## src/rtl/ascii_dec_accumulator_if.sv

```systemverilog
// Character-stream and result bus for the ASCII decimal accumulator.
interface ascii_dec_accumulator_if #(
  parameter int WIDTH      = 16,
  parameter int MAX_DIGITS = 5
);
  localparam int CW = $clog2(MAX_DIGITS + 1);

  logic             clear;
  logic             char_valid;
  logic [7:0]       char_data;
  logic             char_ready;
  logic [WIDTH-1:0] value;
  logic             value_valid;
  logic             err;
  logic [1:0]       err_code;
  logic             ack;
  logic [CW-1:0]    digit_cnt;

  modport master (
    output clear, char_valid, char_data, ack,
    input  char_ready, value, value_valid, err, err_code, digit_cnt
  );

  modport slave (
    input  clear, char_valid, char_data, ack,
    output char_ready, value, value_valid, err, err_code, digit_cnt
  );
endinterface

```

## src/rtl/ascii_dec_accumulator.sv

```systemverilog
// Builds an unsigned binary value from a stream of ASCII decimal digits
// (acc = acc*10 + d); reports the result on a terminator or flags an error.
//
// state | meaning
// IDLE  | waiting for the first digit; terminators are ignored
// ACCUM | at least one digit accepted, accumulating
// DONE  | value_valid held until ack
// ERROR | err/err_code held until ack
module ascii_dec_accumulator #(
  parameter int WIDTH        = 16,
  parameter int MAX_DIGITS   = 5,
  parameter int IGNORE_SPACE = 1
) (
  input logic clk,
  input logic rst,
  ascii_dec_accumulator_if.slave bus
);
  localparam int CW = $clog2(MAX_DIGITS + 1);

  typedef enum logic [1:0] {IDLE, ACCUM, DONE, ERROR} state_t;

  state_t           state;
  logic [WIDTH-1:0] acc;
  logic [CW-1:0]    cnt;
  logic [WIDTH-1:0] value_q;
  logic             value_valid_q;
  logic             err_q;
  logic [1:0]       err_code_q;

  logic [3:0]       digit;
  logic             is_digit, is_term, is_space, skip_space;
  logic             take;
  logic [WIDTH+3:0] acc_ext;
  logic [WIDTH+3:0] acc_x10;
  logic             ovf;

  assign digit      = bus.char_data[3:0];
  assign is_digit   = (bus.char_data >= 8'h30) && (bus.char_data <= 8'h39);
  assign is_term    = (bus.char_data == 8'h0D) || (bus.char_data == 8'h2B) ||
                      (bus.char_data == 8'h3D);
  assign is_space   = (bus.char_data == 8'h20);
  assign skip_space = is_space && (IGNORE_SPACE != 0);

  assign bus.char_ready = (state == IDLE) || (state == ACCUM);
  assign take           = bus.char_valid && bus.char_ready;

  // Widened by 4 bits so acc*10+9 can never wrap before the overflow test
  assign acc_ext = {4'b0000, acc};
  assign acc_x10 = (acc_ext << 3) + (acc_ext << 1) + {{WIDTH{1'b0}}, digit};
  assign ovf     = (acc_x10[WIDTH+3:WIDTH] != 4'd0) || (cnt == CW'(MAX_DIGITS));

  always_ff @(posedge clk or posedge rst) begin
    if (rst) begin
      state         <= IDLE;
      acc           <= '0;
      cnt           <= '0;
      value_q       <= '0;
      value_valid_q <= 1'b0;
      err_q         <= 1'b0;
      err_code_q    <= 2'b00;
    end else if (bus.clear) begin
      state         <= IDLE;
      acc           <= '0;
      cnt           <= '0;
      value_valid_q <= 1'b0;
      err_q         <= 1'b0;
      err_code_q    <= 2'b00;
    end else begin
      case (state)
        IDLE, ACCUM: begin
          if (take) begin
            if (is_digit) begin
              if (state == IDLE) begin
                state <= ACCUM;
                acc   <= {{(WIDTH-4){1'b0}}, digit};
                cnt   <= CW'(1);
              end else if (ovf) begin
                state      <= ERROR;
                err_q      <= 1'b1;
                err_code_q <= 2'b10;
              end else begin
                acc <= acc_x10[WIDTH-1:0];
                cnt <= cnt + CW'(1);
              end
            end else if (is_term) begin
              if (state == ACCUM) begin
                state         <= DONE;
                value_q       <= acc;
                value_valid_q <= 1'b1;
              end
            end else if (!skip_space) begin
              state      <= ERROR;
              err_q      <= 1'b1;
              err_code_q <= 2'b01;
            end
          end
        end
        DONE: begin
          if (bus.ack) begin
            state         <= IDLE;
            acc           <= '0;
            cnt           <= '0;
            value_valid_q <= 1'b0;
          end
        end
        ERROR: begin
          if (bus.ack) begin
            state      <= IDLE;
            acc        <= '0;
            cnt        <= '0;
            err_q      <= 1'b0;
            err_code_q <= 2'b00;
          end
        end
        default: state <= IDLE;
      endcase
    end
  end

  assign bus.value       = value_q;
  assign bus.value_valid = value_valid_q;
  assign bus.err         = err_q;
  assign bus.err_code    = err_code_q;
  assign bus.digit_cnt   = cnt;
endmodule

```

## src/flat_wrapper.sv

```systemverilog
// flat-port wrapper written by rule: the top's interface ports become plain ports
module ascii_dec_accumulator_flat 
#(
  parameter int WIDTH        = 16,
  parameter int MAX_DIGITS   = 5,
  parameter int IGNORE_SPACE = 1
)
  (clk, rst, bus_clear, bus_char_valid, bus_char_data, bus_ack, bus_char_ready, bus_value, bus_value_valid, bus_err, bus_err_code, bus_digit_cnt);
  ascii_dec_accumulator_if #(.WIDTH(WIDTH), .MAX_DIGITS(MAX_DIGITS)) bus_i ();
  input logic clk;
  input logic rst;
  input wire logic [$bits(bus_i.clear)-1:0] bus_clear;
  input wire logic [$bits(bus_i.char_valid)-1:0] bus_char_valid;
  input wire logic [$bits(bus_i.char_data)-1:0] bus_char_data;
  input wire logic [$bits(bus_i.ack)-1:0] bus_ack;
  output wire logic [$bits(bus_i.char_ready)-1:0] bus_char_ready;
  output wire logic [$bits(bus_i.value)-1:0] bus_value;
  output wire logic [$bits(bus_i.value_valid)-1:0] bus_value_valid;
  output wire logic [$bits(bus_i.err)-1:0] bus_err;
  output wire logic [$bits(bus_i.err_code)-1:0] bus_err_code;
  output wire logic [$bits(bus_i.digit_cnt)-1:0] bus_digit_cnt;
  assign bus_i.clear = bus_clear;
  assign bus_i.char_valid = bus_char_valid;
  assign bus_i.char_data = bus_char_data;
  assign bus_i.ack = bus_ack;
  assign bus_char_ready = bus_i.char_ready;
  assign bus_value = bus_i.value;
  assign bus_value_valid = bus_i.value_valid;
  assign bus_err = bus_i.err;
  assign bus_err_code = bus_i.err_code;
  assign bus_digit_cnt = bus_i.digit_cnt;
  ascii_dec_accumulator #(.WIDTH(WIDTH), .MAX_DIGITS(MAX_DIGITS), .IGNORE_SPACE(IGNORE_SPACE)) u_core (.clk(clk), .rst(rst), .bus(bus_i));
endmodule
```

## config.mk

```make
export PLATFORM = sky130hd
export DESIGN_NAME = ascii_dec_accumulator_flat
export DESIGN_NICKNAME = d
export VERILOG_FILES = /design/src/rtl/ascii_dec_accumulator_if.sv /design/src/rtl/ascii_dec_accumulator.sv /design/src/flat_wrapper.sv
export SDC_FILE = /design/constraint.sdc
export NUM_CORES = 1
export LEC_CHECK = 0
export ABC_AREA = 0
export CAP_MARGIN = 20
export CORE_ASPECT_RATIO = 0.7
export CORE_MARGIN = 2
export CORE_UTILIZATION = 56
export CTS_BUF_LIST = sky130_fd_sc_hd__clkbuf_16
export DETAILED_ROUTE_END_ITERATION = 6
export GPL_ROUTABILITY_DRIVEN = 0
export PLACE_DENSITY = 0.91
export SLEW_MARGIN = 10
export SYNTH_ARGS = -nofsm -noshare
export SYNTH_HDL_FRONTEND = slang
export SYNTH_SLANG_ARGS = --single-unit
export TNS_END_PERCENT = 10
```

## constraint.sdc

```tcl
create_clock -name clk -period 3.82 [get_ports clk]
set_clock_uncertainty 0.15 [all_clocks]
set_input_delay 0.955 -clock clk [delete_from_list [all_inputs] [get_ports clk]]
set_output_delay 0.955 -clock clk [all_outputs]
set_load 0.05 [all_outputs]
```

After elaboration in Yosys (flattened, before gate mapping). Cells that the tools add are included.

Flip-flop bits (word level): 41. Output and inout bits: 24. Bits of input ports: 13.

Bitwise gates (word level): 2. Equal/unequal tests: 24. $lt $le $gt $ge: 2. Add/sub/neg operators: 3. Muxes and demuxes: 47. Reductions and logical operators: 17.

Operator list (number): $mux W16 (6); $mux W2 (16); $pmux W16 S2 (1); $eq A8 B6 Y1 const B (3); $add A19 B17 Y20 (1); $add A20 B4 Y20 (1); $mux W3 (6); $mux W1 (13); $ne A3 B2 Y1 const B (4); $ne A4 B4 Y1 const B (3); $reduce_and A6 Y1 (2); $ne A3 B3 Y1 const B (3); $eq A8 B4 Y1 const B (1); $ge A8 B6 Y1 const B (1); $le A8 B6 Y1 const B (1); $ne A4 B3 Y1 const B (2); $pmux W2 S2 (2); $reduce_and A7 Y1 (1); $pmux W3 S2 (1); $reduce_bool A3 Y1 (2); $ne A5 B3 Y1 const B (1); $ne A5 B4 Y1 const B (1); $ne A5 B5 Y1 const B (1); $reduce_and A5 Y1 (1); other kinds (13) (21).

Logic depth before layout (Yosys ltp).
Depth after elaboration: 10. Depth in mapped cells: 14.

Worst setup path after synthesis. OpenSTA, ideal clock, no wires.

Path type: input-to-reg. Start point: in bus_char_data[3]. End point: reg u_core.acc[5]. Setup slack: -0.309 ns. Stages: 13. Setup time: 0.121 ns. Data arrival time: 3.858 ns. Cells stage by stage: inv_1 > fa_1 > inv_1 > fa_1 > a21o_1 > nand4_1 > a211oi_2 > nor4_1 > o211ai_4 > nor4b_4 > o21ai_2 > buf_6 > a22o_1.

Word-level cells in the longest chain between the ends: 7. Elaborated cells between the ends (all ways): 15.

RTL lines: from (decl) (RTL line flat_wrapper.sv:14) `input wire logic [$bits(bus_i.char_data)-1:0] bus_char_data;`; $add A20 B4 Y20 (RTL line ascii_dec_accumulator.sv:49) `assign acc_x10 = (acc_ext << 3) + (acc_ext << 1) + {{WIDTH{1'b0}}, digit};`; $mux W16 (RTL line ascii_dec_accumulator.sv:77) `end else if (ovf) begin`; $mux W16 (RTL line ascii_dec_accumulator.sv:73) `if (state == IDLE) begin`; $mux W16 (RTL line ascii_dec_accumulator.sv:72) `if (is_digit) begin`; $mux W16 (RTL line ascii_dec_accumulator.sv:71) `if (take) begin`; $pmux W16 S2 (RTL line ascii_dec_accumulator.sv:69) `case (state)`; $mux W16 (RTL line ascii_dec_accumulator.sv:61) `end else if (bus.clear) begin`; to (signal assigned) (RTL line ascii_dec_accumulator.sv:75) `acc <= {{(WIDTH-4){1'b0}}, digit};`; to (signal assigned) (RTL line ascii_dec_accumulator.sv:82) `acc <= acc_x10[WIDTH-1:0];`; to (decl) (RTL line ascii_dec_accumulator.sv:23) `logic [WIDTH-1:0] acc;`.

Several ways; a longest one is shown, not always the timed one. The select of a mux whose other input is x is not followed. A chain may end at the register's enable or synchronous reset.

Worst setup path after layout.
Start point: in bus_char_data[3]. End point: reg u_core.err_q (netlist: u_core.bus.err).

Word-level cells in the longest chain between the ends: 6. Elaborated cells between the ends (all ways): 21.

RTL lines: parallel branches: the longest is 6 deep, another holds $add A20 B4 Y20; to (signal assigned) (RTL line ascii_dec_accumulator.sv:59) `err_q <= 1'b0;`; to (signal assigned) (RTL line ascii_dec_accumulator.sv:66) `err_q <= 1'b0;`; to (signal assigned) (RTL line ascii_dec_accumulator.sv:79) `err_q <= 1'b1;`; to (decl) (RTL line ascii_dec_accumulator.sv:27) `logic err_q;`.

Parallel ways; which one is timed is not known. The select of a mux whose other input is x is not followed.

==> results.toml <==
[hold_path]
holdCritStartpoint = "u_core.bus.value[14]$_DFFE_PP0P_"
hold_class = "reg2reg"
holdPathStages = 1
hold_end = "u_core.bus.value[14]$_DFFE_PP0P_"

[detailed_routing]
routed-via-count = 2753
drtAntennaViolNets = 0
wl_per_cell_um = 19.33
drc_errors = 0
via_per_inst = 6.343
first_iter_violations = 287
first_pass_iters = 5
routed_wl_mm = 8.390

[critical_path]
rrSetupSlack_ns = 0.18
worst-path-buf-inv = 6
crit_type = "in2reg"
slowest_stage = "fa_1"
cp_top_family = "compound AO/OA/AOI/OAI gates"
reg2reg_to = "u_core.bus.err$_DFFE_PP0P_"
r2r_cells = 13
cp.required_ns = 3.85
worst_ep_arrival_time_ns = 3.90
cpPeakStageDelay_ns = 0.49
path_cells = "buf_8 > inv_8 > fa_1 > inv_2 > ha_1 > a211oi_2 > o211ai_1 > nand3b_4 > buf_4 > a211oi_4 > o21ai_2 > nor4b_4 > buf_4 > buf_6 > a211oi_4 > mux2_4"
path_max_fanout = 3
start_kind = "input port"
r2r-start = "u_core.acc[10]$_DFFE_PP0P_"
setup.worst_path.end_class = "flop"

[synthesis]
ys_types = 60
ys_ff_latch = 41
yosysSeqAreaShare_pct = 34.75
synth_commonest_cells = "41 x dfrtp_1, 33 x ha_1, 19 x inv_1"
yosysMostFrequentCell = "dfrtp_1"
synthFlopType = "dfrtp_1"
synth_fp_nets = 335
syn_area_per_cell_um2 = 10.29
yosys-top-cells-area = "dfrtp_1 35%, ha_1 14%, mux2_2 6.1%"
synth_edf_count = 0
synth_top_cell_area_share_pct = 34.75
yosys_warnings = 0
synth_top_cell_by_area = "dfrtp_1"
async_reset_ff_share_pct = 100.0
synthCells = 287
synth_area_um2 = 2953

[sta]
slew_headroom_pct = 57.10
clock.fmax_mhz = 258.4
finalSetupTns_ns = -0.1003
worst_slack_ns = -0.05026
maxSlewViolCount = 0
rsz0062_at_grt = "yes"
fin_hold_ws_ns = 0.3565
setup_viol = 6
hold_viol = 0
min_period_ns = 3.870
final.period_utilization_pct = 101.3
worst_slew_pin_slew_ns = 0.6435

[floorplanning]
initial_core_util_pct = 57.06
die_area_um2 = 5879
core_um2 = 5175
die_x_um = 90.79
num_rows = 22
io_pins = 37
fp.dieH_um = 64.76

[cts]
clock_path_buffers = 2
clk_latency_ns = 0.29
cts_max_level = 2
cts_root_buf = "clkbuf_16"
cts_hold_buf = 0
cts_sinks = 41
cts_tree = "done"
cts_buffers = 5
clkSlewWorstSetupHoldPaths_ns = 0.06

[power_and_ir_drop]
irDropWorstVdd_v = 0.0002520
cellLeakagePower_nw = 1.888
p_per_area_nw_per_um2 = 272.3

[place]
place_hpwl_mm = 5.050
io_buffers = 36
dp.cells = 411

[finish]
n_antenna_cell = 0
nFillCells = 360
instances_no_fill = 434
syn_to_final_growth_pct = 32.29
nets = 409
layout-drive-gt1-share_pct = 24.86

[grt]
grt_pass1_wl_mm = 13.52
antenna_found_initial = 0
grt_pass1_vias = 2749
grt-ovfl-total = 0
grtUsageTotal_pct = 29.49
grt_max_degree = 42

[run_status]
status = "finished with violations"
violations = "negative setup slack"

[flow_run]
cap_viol_max_count = 0
==> flip-flops by register name (all words and copies together) (netlist names) <==
name / cells
u_core.bus.value_valid: 1
u_core.state: 2
u_core.bus.digit_cnt: 3
u_core.bus.err_code: 2
u_core.bus.err: 1
u_core.bus.value: 16
u_core.acc: 16
==> report_power, final <==
part           total, mW  switching, mW  internal (mW)
clock              0.402          0.166          0.236
sequential         0.466         0.0201          0.446
combinational      0.196          0.117         0.0789
total               1.06          0.303          0.761
==> stage by stage <==
stage	util, %	power, mW	setup slack, ns	cell area (um2)
final	75.48	1.064	-0.05026	3906
after global routing	75.48	1.104	-0.1654	3906
after CTS	74.66	1.060	-0.04726	3864
after detailed placement	68.21	0.6368	-0.8275	3530
after global placement	68.21	0.6314	-0.7374	3530
after floorplan	-	0.5749	-0.1308	2972
==> per-layer routing <==
| metal | vias to the layer above | track usage, % | share of wire [%] |
|---|---|---|---|
| met2 | 159 | 47.48 | 46 |
| met3 | 35 | 5.116 | 6.6 |
| met1 | 1335 | 39.14 | 44 |
| li1 | 1224 | - | - |
| met4 | 0 | 14.39 | 3.7 |
| met5 | - | 0 | 0 |
==> final cells by class <==
type | instances | area [um2] | area share [%]
clock inverters | 3 | 12.51 | 0.3203
well taps | 72 | 90.09 | 2.306
flip-flops and latches | 41 | 1026 | 26.27
multi-input cells | 221 | 1893 | 48.46
repair buffers | 73 | 680.7 | 17.42
inverters | 19 | 78.83 | 2.018
clock buffers | 5 | 125.1 | 3.203
==> cell families after synthesis <==
group,count (synthesis),synth area share [%]
AO/OA/AOI/OAI,88,21.99
AND/OR/NAND/NOR,67,12.92
flip-flops,41,34.75
adder cells (fa/ha/maj),35,15.34
buffers and inverters,25,4.365
multiplexers,17,6.483
XOR/XNOR,14,4.152
==> worst max path at each step <==
stage | startpoint | to | slack [ns] | depth (start not counted)
after floorplan | bus_char_data[3] | u_core.acc[5]$_DFFE_PP0P_ | -0.13 | 13
after global placement | bus_char_data[3] | u_core.acc[13]$_DFFE_PP0P_ | -0.74 | 13
after detailed placement | bus_char_data[3] | u_core.acc[12]$_DFFE_PP0P_ | -0.83 | 13
after CTS | bus_char_data[1] | u_core.bus.err$_DFFE_PP0P_ | -0.05 | 14
after global routing | bus_char_data[2] | u_core.acc[0]$_DFFE_PP0P_ | -0.17 | 15
final | bus_char_data[3] | u_core.bus.err$_DFFE_PP0P_ | -0.05 | 16
==> cell usage in the layout, fill, tap and decap left out, types with 2 or more instances in the layout <==
master,instances
dfrtp_1,41
clkdlybuf4s50_1,33
buf_4,33
ha_1,30
nor2_1,17
inv_1,17
mux2_2,16
a21oi_1,13
a22o_1,13
nand2_1,12
o21ai_0,12
xnor2_1,10
nand3_1,8
a31oi_1,7
clkbuf_16,6
nor2b_1,5
a21o_1,4
and3_1,4
o211ai_1,4
xor2_1,4
nor3_1,3
a21oi_2,3
o21a_1,3
o22ai_1,3
o2bb2ai_1,3
nor3b_1,2
nand4_1,2
nand2_2,2
a211oi_2,2
a211oi_4,2
ha_4,2
clkinv_1,2
clkdlybuf4s15_1,2
buf_6,2
==> what timing repair did <==
action                                  in CTS  in global routing
setup buffers                               12                  2
endpoints found under the setup margin      23                 21
resized for setup                           20                  8
cloned                                       1                  0
endpoints found under the hold margin        0                  0
pin swaps                                   11                  9
No activity file was read; power rests on OpenSTA's default activity.
